<file path="src/rtl/alu_issue_if.sv">
// Instruction issue channel between the decoder and alu_issue.
// A valid/ready handshake carrying one decoded instruction.
interface alu_issue_if;
  logic        in_valid;
  logic        in_ready;
  logic [4:0]  in_rd;
  logic [4:0]  in_rs1;
  logic [4:0]  in_rs2;
  logic [31:0] in_imm;
  logic        in_use_imm;
  logic [2:0]  in_alu_code;

  modport master (
    output in_valid,
    output in_rd,
    output in_rs1,
    output in_rs2,
    output in_imm,
    output in_use_imm,
    output in_alu_code,
    input  in_ready
  );

  modport slave (
    input  in_valid,
    input  in_rd,
    input  in_rs1,
    input  in_rs2,
    input  in_imm,
    input  in_use_imm,
    input  in_alu_code,
    output in_ready
  );
endinterface

</file>
<file path="src/rtl/alu_issue.sv">
// Single-issue execute controller: owns the 32 x 32 register file, feeds alu,
// waits for its result (with a timeout) and writes the result back.
module alu_issue #(
  parameter int TIMEOUT = 16
) (
  input  logic        clk,
  input  logic        rst,
  alu_issue_if.slave  in_if,
  output logic [31:0] alu_op1,
  output logic [31:0] alu_op2,
  output logic [2:0]  alu_code,
  input  logic [31:0] alu_result,
  input  logic        alu_ready,
  output logic        wb_valid,
  output logic [4:0]  wb_rd,
  output logic [31:0] wb_data,
  output logic        busy,
  output logic        err,
  input  logic [4:0]  dbg_raddr,
  output logic [31:0] dbg_rdata
);

  typedef enum logic [1:0] {
    IDLE,
    EXEC,
    WB
  } state_t;

  localparam int CW = $clog2(TIMEOUT + 1);

  state_t        state;
  state_t        state_nxt;
  logic [CW-1:0] exec_cnt;
  logic [31:0]   rf [32];
  logic [31:0]   rs1_val;
  logic [31:0]   rs2_val;
  logic          accept;
  logic          capture;
  logic          expire;

  assign accept = in_if.in_valid & in_if.in_ready;

  // The first EXEC cycle (counter still 0) ignores alu_ready so a ready left
  // over from the previous operation cannot be mistaken for this result.
  assign capture = (state == EXEC) && (exec_cnt != '0) && alu_ready;
  assign expire  = (state == EXEC) && !capture && (exec_cnt == CW'(TIMEOUT - 1));

  assign rs1_val   = (in_if.in_rs1 == 5'd0) ? 32'd0 : rf[in_if.in_rs1];
  assign rs2_val   = (in_if.in_rs2 == 5'd0) ? 32'd0 : rf[in_if.in_rs2];
  assign dbg_rdata = (dbg_raddr == 5'd0) ? 32'd0 : rf[dbg_raddr];

  always_ff @(posedge clk) begin
    if (rst) begin
      state <= IDLE;
    end else begin
      state <= state_nxt;
    end
  end

  always_comb begin
    state_nxt = state;
    case (state)
      IDLE: begin
        if (accept) begin
          state_nxt = EXEC;
        end
      end
      EXEC: begin
        if (capture) begin
          state_nxt = WB;
        end else if (expire) begin
          state_nxt = IDLE;
        end
      end
      WB: begin
        state_nxt = IDLE;
      end
      default: begin
        state_nxt = IDLE;
      end
    endcase
  end

  always_comb begin
    in_if.in_ready = (state == IDLE) && !rst;
    busy           = (state != IDLE);
    wb_valid       = (state == WB);
  end

  // Operands are registered at accept so they stay stable for the whole EXEC
  // phase regardless of what upstream presents afterwards.
  always_ff @(posedge clk) begin
    if (rst) begin
      alu_op1  <= '0;
      alu_op2  <= '0;
      alu_code <= '0;
      wb_rd    <= '0;
      wb_data  <= '0;
      err      <= 1'b0;
      exec_cnt <= '0;
      for (int i = 0; i < 32; i++) begin
        rf[i] <= '0;
      end
    end else begin
      if (accept) begin
        alu_op1  <= rs1_val;
        alu_op2  <= in_if.in_use_imm ? in_if.in_imm : rs2_val;
        alu_code <= in_if.in_alu_code;
        wb_rd    <= in_if.in_rd;
        exec_cnt <= '0;
      end else if (state == EXEC) begin
        exec_cnt <= exec_cnt + CW'(1);
      end
      if (capture) begin
        wb_data <= alu_result;
      end
      if (expire) begin
        err <= 1'b1;
      end
      if ((state == WB) && (wb_rd != 5'd0)) begin
        rf[wb_rd] <= wb_data;
      end
    end
  end

endmodule

</file>
<file path="src/flat_wrapper.sv">
// flat-port wrapper written by rule: the top's interface ports become plain ports
module alu_issue_flat 
#(
  parameter int TIMEOUT = 16
)
  (clk, rst, alu_op1, alu_op2, alu_code, alu_result, alu_ready, wb_valid, wb_rd, wb_data, busy, err, dbg_raddr, dbg_rdata, in_if_in_valid, in_if_in_rd, in_if_in_rs1, in_if_in_rs2, in_if_in_imm, in_if_in_use_imm, in_if_in_alu_code, in_if_in_ready);
  alu_issue_if in_if_i ();
  input  logic clk;
  input  logic rst;
  output logic [31:0] alu_op1;
  output logic [31:0] alu_op2;
  output logic [2:0] alu_code;
  input  logic [31:0] alu_result;
  input  logic alu_ready;
  output logic wb_valid;
  output logic [4:0] wb_rd;
  output logic [31:0] wb_data;
  output logic busy;
  output logic err;
  input  logic [4:0] dbg_raddr;
  output logic [31:0] dbg_rdata;
  input wire logic [$bits(in_if_i.in_valid)-1:0] in_if_in_valid;
  input wire logic [$bits(in_if_i.in_rd)-1:0] in_if_in_rd;
  input wire logic [$bits(in_if_i.in_rs1)-1:0] in_if_in_rs1;
  input wire logic [$bits(in_if_i.in_rs2)-1:0] in_if_in_rs2;
  input wire logic [$bits(in_if_i.in_imm)-1:0] in_if_in_imm;
  input wire logic [$bits(in_if_i.in_use_imm)-1:0] in_if_in_use_imm;
  input wire logic [$bits(in_if_i.in_alu_code)-1:0] in_if_in_alu_code;
  output wire logic [$bits(in_if_i.in_ready)-1:0] in_if_in_ready;
  assign in_if_i.in_valid = in_if_in_valid;
  assign in_if_i.in_rd = in_if_in_rd;
  assign in_if_i.in_rs1 = in_if_in_rs1;
  assign in_if_i.in_rs2 = in_if_in_rs2;
  assign in_if_i.in_imm = in_if_in_imm;
  assign in_if_i.in_use_imm = in_if_in_use_imm;
  assign in_if_i.in_alu_code = in_if_in_alu_code;
  assign in_if_in_ready = in_if_i.in_ready;
  alu_issue #(.TIMEOUT(TIMEOUT)) u_core (.clk(clk), .rst(rst), .in_if(in_if_i), .alu_op1(alu_op1), .alu_op2(alu_op2), .alu_code(alu_code), .alu_result(alu_result), .alu_ready(alu_ready), .wb_valid(wb_valid), .wb_rd(wb_rd), .wb_data(wb_data), .busy(busy), .err(err), .dbg_raddr(dbg_raddr), .dbg_rdata(dbg_rdata));
endmodule
</file>
<file path="config.mk">
export PLATFORM = sky130hd
export DESIGN_NAME = alu_issue_flat
export DESIGN_NICKNAME = d
export VERILOG_FILES = /design/src/rtl/alu_issue_if.sv /design/src/rtl/alu_issue.sv /design/src/flat_wrapper.sv
export SDC_FILE = /design/constraint.sdc
export NUM_CORES = 2
export LEC_CHECK = 0
export BUFFER_PORTS_ARGS = -buffer_cell sky130_fd_sc_hd__buf_2
export CAP_MARGIN = 40
export CELL_PAD_IN_SITES_DETAIL_PLACEMENT = 1
export CELL_PAD_IN_SITES_GLOBAL_PLACEMENT = 1
export CORE_MARGIN = 5
export CORE_UTILIZATION = 41
export CTS_CLUSTER_SIZE = 24
export DETAILED_ROUTE_END_ITERATION = 8
export PLACE_DENSITY = 0.62
export SYNTH_ARGS = -nofsm -noshare
export SYNTH_HDL_FRONTEND = slang
export SYNTH_SLANG_ARGS = --single-unit
</file>
<file path="constraint.sdc">
create_clock -name clk -period 3.1 [get_ports clk]
set_input_delay 0.155 -clock clk [delete_from_list [all_inputs] [get_ports clk]]
set_output_delay 0.155 -clock clk [all_outputs]
set_load 0.05 [all_outputs]
</file>
==> tab_implementation.tex <==
\begin{tabular}{lr}
\hline
Metric & Value \\
\hline
\multicolumn{2}{l}{\textbf{Status}} \\
Outcome & finished, final reports clean \\
\multicolumn{2}{l}{\textbf{Power and ir drop}} \\
VDD IR max & 0.6034 mV \\
Proportion of power drawn by flip-flops and latches & 0.437 \\
Power spent charging and discharging nets & 11.39 mW \\
Share of total power in the clock network & 0.401 \\
Share of total power in combinational logic & 0.162 \\
Switching fraction of total power & 0.2791 \\
Cell internal pwr & 29.42 mW \\
P\_leak & 28.69 nW \\
Power consumption & 40.81 mW \\
Power per cell area & 520.6 nW/um\^{}2 \\
\multicolumn{2}{l}{\textbf{Global route}} \\
GRT Residual Overflow & 0 \\
Number of global-route vias before repair & 48770 \\
All-Layer GR Usage & 0.3294 \\
Global-route wire length before repair & 390.4 mm \\
Pin count of the biggest net entering global routing & 63 \\
Initial antenna violation count & 23 \\
\multicolumn{2}{l}{\textbf{Timing}} \\
Final number of max-transition violations & 0 \\
Minimum period implied by the final worst setup slack & 3.067 ns \\
Total negative setup slack & 0 ns \\
Top achievable clock speed & 326.1 MHz \\
Hold Vio Cnt, Final & 0 \\
Count of endpoints failing setup in the final report & 0 \\
Part of the cycle the worst path needs & 0.9894 \\
Relative slew slack & 0.3231 \\
Pin slew with the least headroom to its limit & 1.013 ns \\
Post-Route Hold Slack & 0.1256 ns \\
Crit path setup slack, layout & 0.03301 ns \\
Clock Skew & 0.02601 ns \\
\multicolumn{2}{l}{\textbf{Placed design}} \\
\# port buffers & 231 \\
Instance count after placement with tap cells included & 6829 \\
Worst setup timing slack at the placement stage & 0.2577 ns \\
Final GP Congestion & 0.9072 \\
Final HPWL DP & 182.1 mm \\
\multicolumn{2}{l}{\textbf{Critical path}} \\
Kind of start point of the critical path & flip-flop \\
Critical path buffer and inverter count & 1 \\
Worst setup path category & reg -> out \\
Highest net fanout along the worst path & 3 \\
Register-to-Register Setup Slack & 0.43 ns \\
Slowest stage cell, crit path & sky130\_fd\_sc\_hd\_\_mux4\_2 \\
Arrival time at the worst endpoint & 2.91 ns \\
Most used cell, CP & sky130\_fd\_sc\_hd\_\_mux4\_2 \\
Critical path's top delay family & multiplexers \\
Critical Path RT & 2.94 ns \\
Peak per-stage delay on the critical path & 0.56 ns \\
Endpoint type of the worst setup path & primary output \\
Ordered list of cells on the worst path & mux4\_2 -> mux4\_2 -> nand2\_1 -> o21ai\_1 -> buf\_2 \\
\multicolumn{2}{l}{\textbf{Hold path}} \\
Worst min-delay path category & in -> reg \\
\multicolumn{2}{l}{\textbf{Route}} \\
Post-route ant nets & 0 \\
Number of iterations in the first detailed-routing pass & 5 \\
Overall routed net length & 283.2 mm \\
Violation count after the first detailed-routing iteration & 6542 \\
WL/cell & 39.41 um \\
Vias per std cell & 6.656 \\
DRC violations left & 0 \\
Total number of vias & 47840 \\
\multicolumn{2}{l}{\textbf{Cells and area}} \\
Fillcell total & 15830 \\
Synth-to-Final Area Change & 17.46\% \\
Combined flip-flop and latch cell area & 32990 um\^{}2 \\
Multi-input combinational cell area & 31860 um\^{}2 \\
Fraction of layout cells with a size suffix above 1 & 0.3481 \\
Nets@finish & 4975 \\
Final non-filler cell total & 7187 \\
\multicolumn{2}{l}{\textbf{Clocking}} \\
CTS Root Cell & sky130\_fd\_sc\_hd\_\_clkbuf\_16 \\
Sinks on the clock net & 1136 \\
Num CTS Buffers & 135 \\
Reg clk slew, reported paths & 0.06 ns \\
TritonCTS clock tree & yes \\
Clock latency of the later-clocked register in the worst-skew pair & 0.77 ns \\
H-tree lvl count & 4 \\
Max Root-Sink Buffers & 3 \\
\multicolumn{2}{l}{\textbf{Logic synthesis}} \\
Cell taking the most area after synthesis & sky130\_fd\_sc\_hd\_\_edfxtp\_1 \\
Number of synthesis warnings & 0 \\
Largest cells by area after synthesis & sky130\_fd\_sc\_hd\_\_edfxtp\_1, sky130\_fd\_sc\_hd\_\_mux4\_2, sky130\_fd\_sc\_hd\_\_and2\_1 \\
Mean area per synthesized cell & 14.77 um\^{}2 \\
Share of the yosys chip area belonging to registers & 0.4944 \\
Combined area of all synthesized cells & 66730 um\^{}2 \\
Count of distinct cell types in the synthesized netlist & 50 \\
Ys flop type & sky130\_fd\_sc\_hd\_\_edfxtp\_1 \\
Share of synthesized flip-flops with an asynchronous set or reset & 0 \\
Yosys top cell area share & 0.4608 \\
Cell count after synthesis & 4519 \\
EDFF count, synth & 1024 \\
Flop and latch count out of synthesis & 1136 \\
\multicolumn{2}{l}{\textbf{Job}} \\
Number of maximum-capacitance constraint violations & 0 \\
\multicolumn{2}{l}{\textbf{Die}} \\
Horizontal die dimension & 413.4 um \\
Placement Rows & 148 \\
Die area & 170900 um\^{}2 \\
Placeable core region & 162200 um\^{}2 \\
Die Y & 413.4 um \\
I/O pin count & 232 \\
Initial cell density of the core & 0.4114 \\
\hline
\end{tabular}
-- placed cells by master, fill, tap and decap left out, types with 16 or more instances in the layout --
cell type and instances:
sky130_fd_sc_hd__a2111oi_0 72, sky130_fd_sc_hd__a211o_1 18, sky130_fd_sc_hd__a21o_1 31, sky130_fd_sc_hd__a21oi_1 75
sky130_fd_sc_hd__a221oi_1 19, sky130_fd_sc_hd__a22oi_1 18, sky130_fd_sc_hd__a31oi_1 19, sky130_fd_sc_hd__and2_1 992
sky130_fd_sc_hd__buf_12 97, sky130_fd_sc_hd__buf_2 216, sky130_fd_sc_hd__buf_4 279, sky130_fd_sc_hd__clkbuf_1 42
sky130_fd_sc_hd__clkbuf_16 141, sky130_fd_sc_hd__clkbuf_8 16, sky130_fd_sc_hd__clkinv_2 16, sky130_fd_sc_hd__conb_1 32
sky130_fd_sc_hd__dfxtp_1 112, sky130_fd_sc_hd__diode_2 19, sky130_fd_sc_hd__dlygate4sd3_1 89, sky130_fd_sc_hd__edfxtp_1 1024
sky130_fd_sc_hd__inv_1 35, sky130_fd_sc_hd__mux2_2 54, sky130_fd_sc_hd__mux2i_1 182, sky130_fd_sc_hd__mux4_2 797
sky130_fd_sc_hd__nand2_1 178, sky130_fd_sc_hd__nand3_1 21, sky130_fd_sc_hd__nor2_1 51, sky130_fd_sc_hd__nor2_4 33
sky130_fd_sc_hd__nor2b_1 34, sky130_fd_sc_hd__o21ai_0 28, sky130_fd_sc_hd__o221ai_1 46, sky130_fd_sc_hd__o22ai_1 47
sky130_fd_sc_hd__or2_2 33
-- power groups by stage --
| stage | sequential [mW] | combinational [mW] | clock, mW |
|---|---|---|---|
| global route | 17.9 | 6.78 | 17.2 |
| floorplan | 18.3 | 3.39 | 0 |
| detailed placement | 18.1 | 6.43 | 0 |
| global placement | 18.1 | 6.39 | 0 |
| finish | 17.8 | 6.61 | 16.4 |
| CTS | 17.8 | 6.54 | 16.5 |
-- cell usage after synthesis, types with 54 or more instances --
| cell | count |
|---|---|
| sky130_fd_sc_hd__a21oi_1 | 75 |
| sky130_fd_sc_hd__buf_2 | 90 |
| sky130_fd_sc_hd__nor2_1 | 85 |
| sky130_fd_sc_hd__edfxtp_1 | 1024 |
| sky130_fd_sc_hd__nand2_1 | 180 |
| sky130_fd_sc_hd__and2_1 | 993 |
| sky130_fd_sc_hd__mux4_2 | 797 |
| sky130_fd_sc_hd__dfxtp_1 | 112 |
| sky130_fd_sc_hd__a2111oi_0 | 77 |
| sky130_fd_sc_hd__mux2i_1 | 182 |
| sky130_fd_sc_hd__clkbuf_1 | 342 |
| sky130_fd_sc_hd__mux2_2 | 54 |
-- worst register-to-register path, cell delays in order (launching register included) --
cell	delay, ns
sky130_fd_sc_hd__dfxtp_1	0.53
sky130_fd_sc_hd__nand2b_1	0.27
sky130_fd_sc_hd__nor3_1	0.29
sky130_fd_sc_hd__nand2_1	0.33
sky130_fd_sc_hd__nor2_4	0.17
sky130_fd_sc_hd__or2_2	0.36
sky130_fd_sc_hd__buf_12	0.35
-- flip-flops by register name, summed over array words and instances, names as in the netlist --
signal	count
u_core.state	2
u_core.wb_data	32
u_core.err	1
u_core.alu_op2	32
u_core.rf	1024
u_core.exec_cnt	5
u_core.alu_code	3
u_core.wb_rd	5
u_core.alu_op1	32
-- cells by family after synthesis --
family	synth area share
compound gates	0.04373
buf+inv	0.03512
xor+xnor	0.0003938
mux	0.3054
other cells	0.00005620
flops	0.4944
simple gates	0.1203
fa+ha+maj	0.0005626
-- metal layers --
layer  up-vias  global-route usage  part of all wire
li1      18490                   -                 -
met1     25580              0.4371              0.38
met2      3164              0.5116              0.46
met3       604             0.07223              0.11
met4         2              0.1705             0.062
met5         -                   0          0.000046
-- repair_timing --
item	CTS	global route
hold buffers	89	0
gates resized for setup	13	11
buffers inserted	0	0
endpoints found under the hold margin	87	0
setup endpoints to repair	10	9
cloned	0	0
-- path summary, 6_finish.rpt --
check / from / endpoint / depth (start not counted)
setup / recovery: u_core.rf[27][11]$_SDFFCE_PN0P_ / dbg_rdata[11] / 5
hold / removal: in_if_in_rd[1] / u_core.wb_rd[1]$_SDFFE_PP0P_ / 4
setup reg to reg: u_core.wb_rd[3]$_SDFFE_PP0P_ / u_core.rf[10][0]$_SDFFCE_PN0P_ / 6
hold reg to reg: u_core.alu_op1[6]$_SDFFE_PP0P_ / u_core.alu_op1[6]$_SDFFE_PP0P_ / 1
-- layout make-up --
type                    count  area share
flip-flops and latches   1136      0.4209
repair buffers            695     0.07870
diodes                     19   0.0006066
inverters                  38    0.001852
clock buffers             198     0.04966
well taps                2175     0.03472
clock inverters            52    0.007024
multi-input cells        2874      0.4065
-- through the flow --
stage,instance area [um^2],util
final,78380,0.4832
after global placement,72920,0.4495
after detailed placement,72960,0.4498
after floorplan,66840,-
after CTS,78310,0.4827
after global routing,78340,0.4829
(Power assumes the default switching activity.)
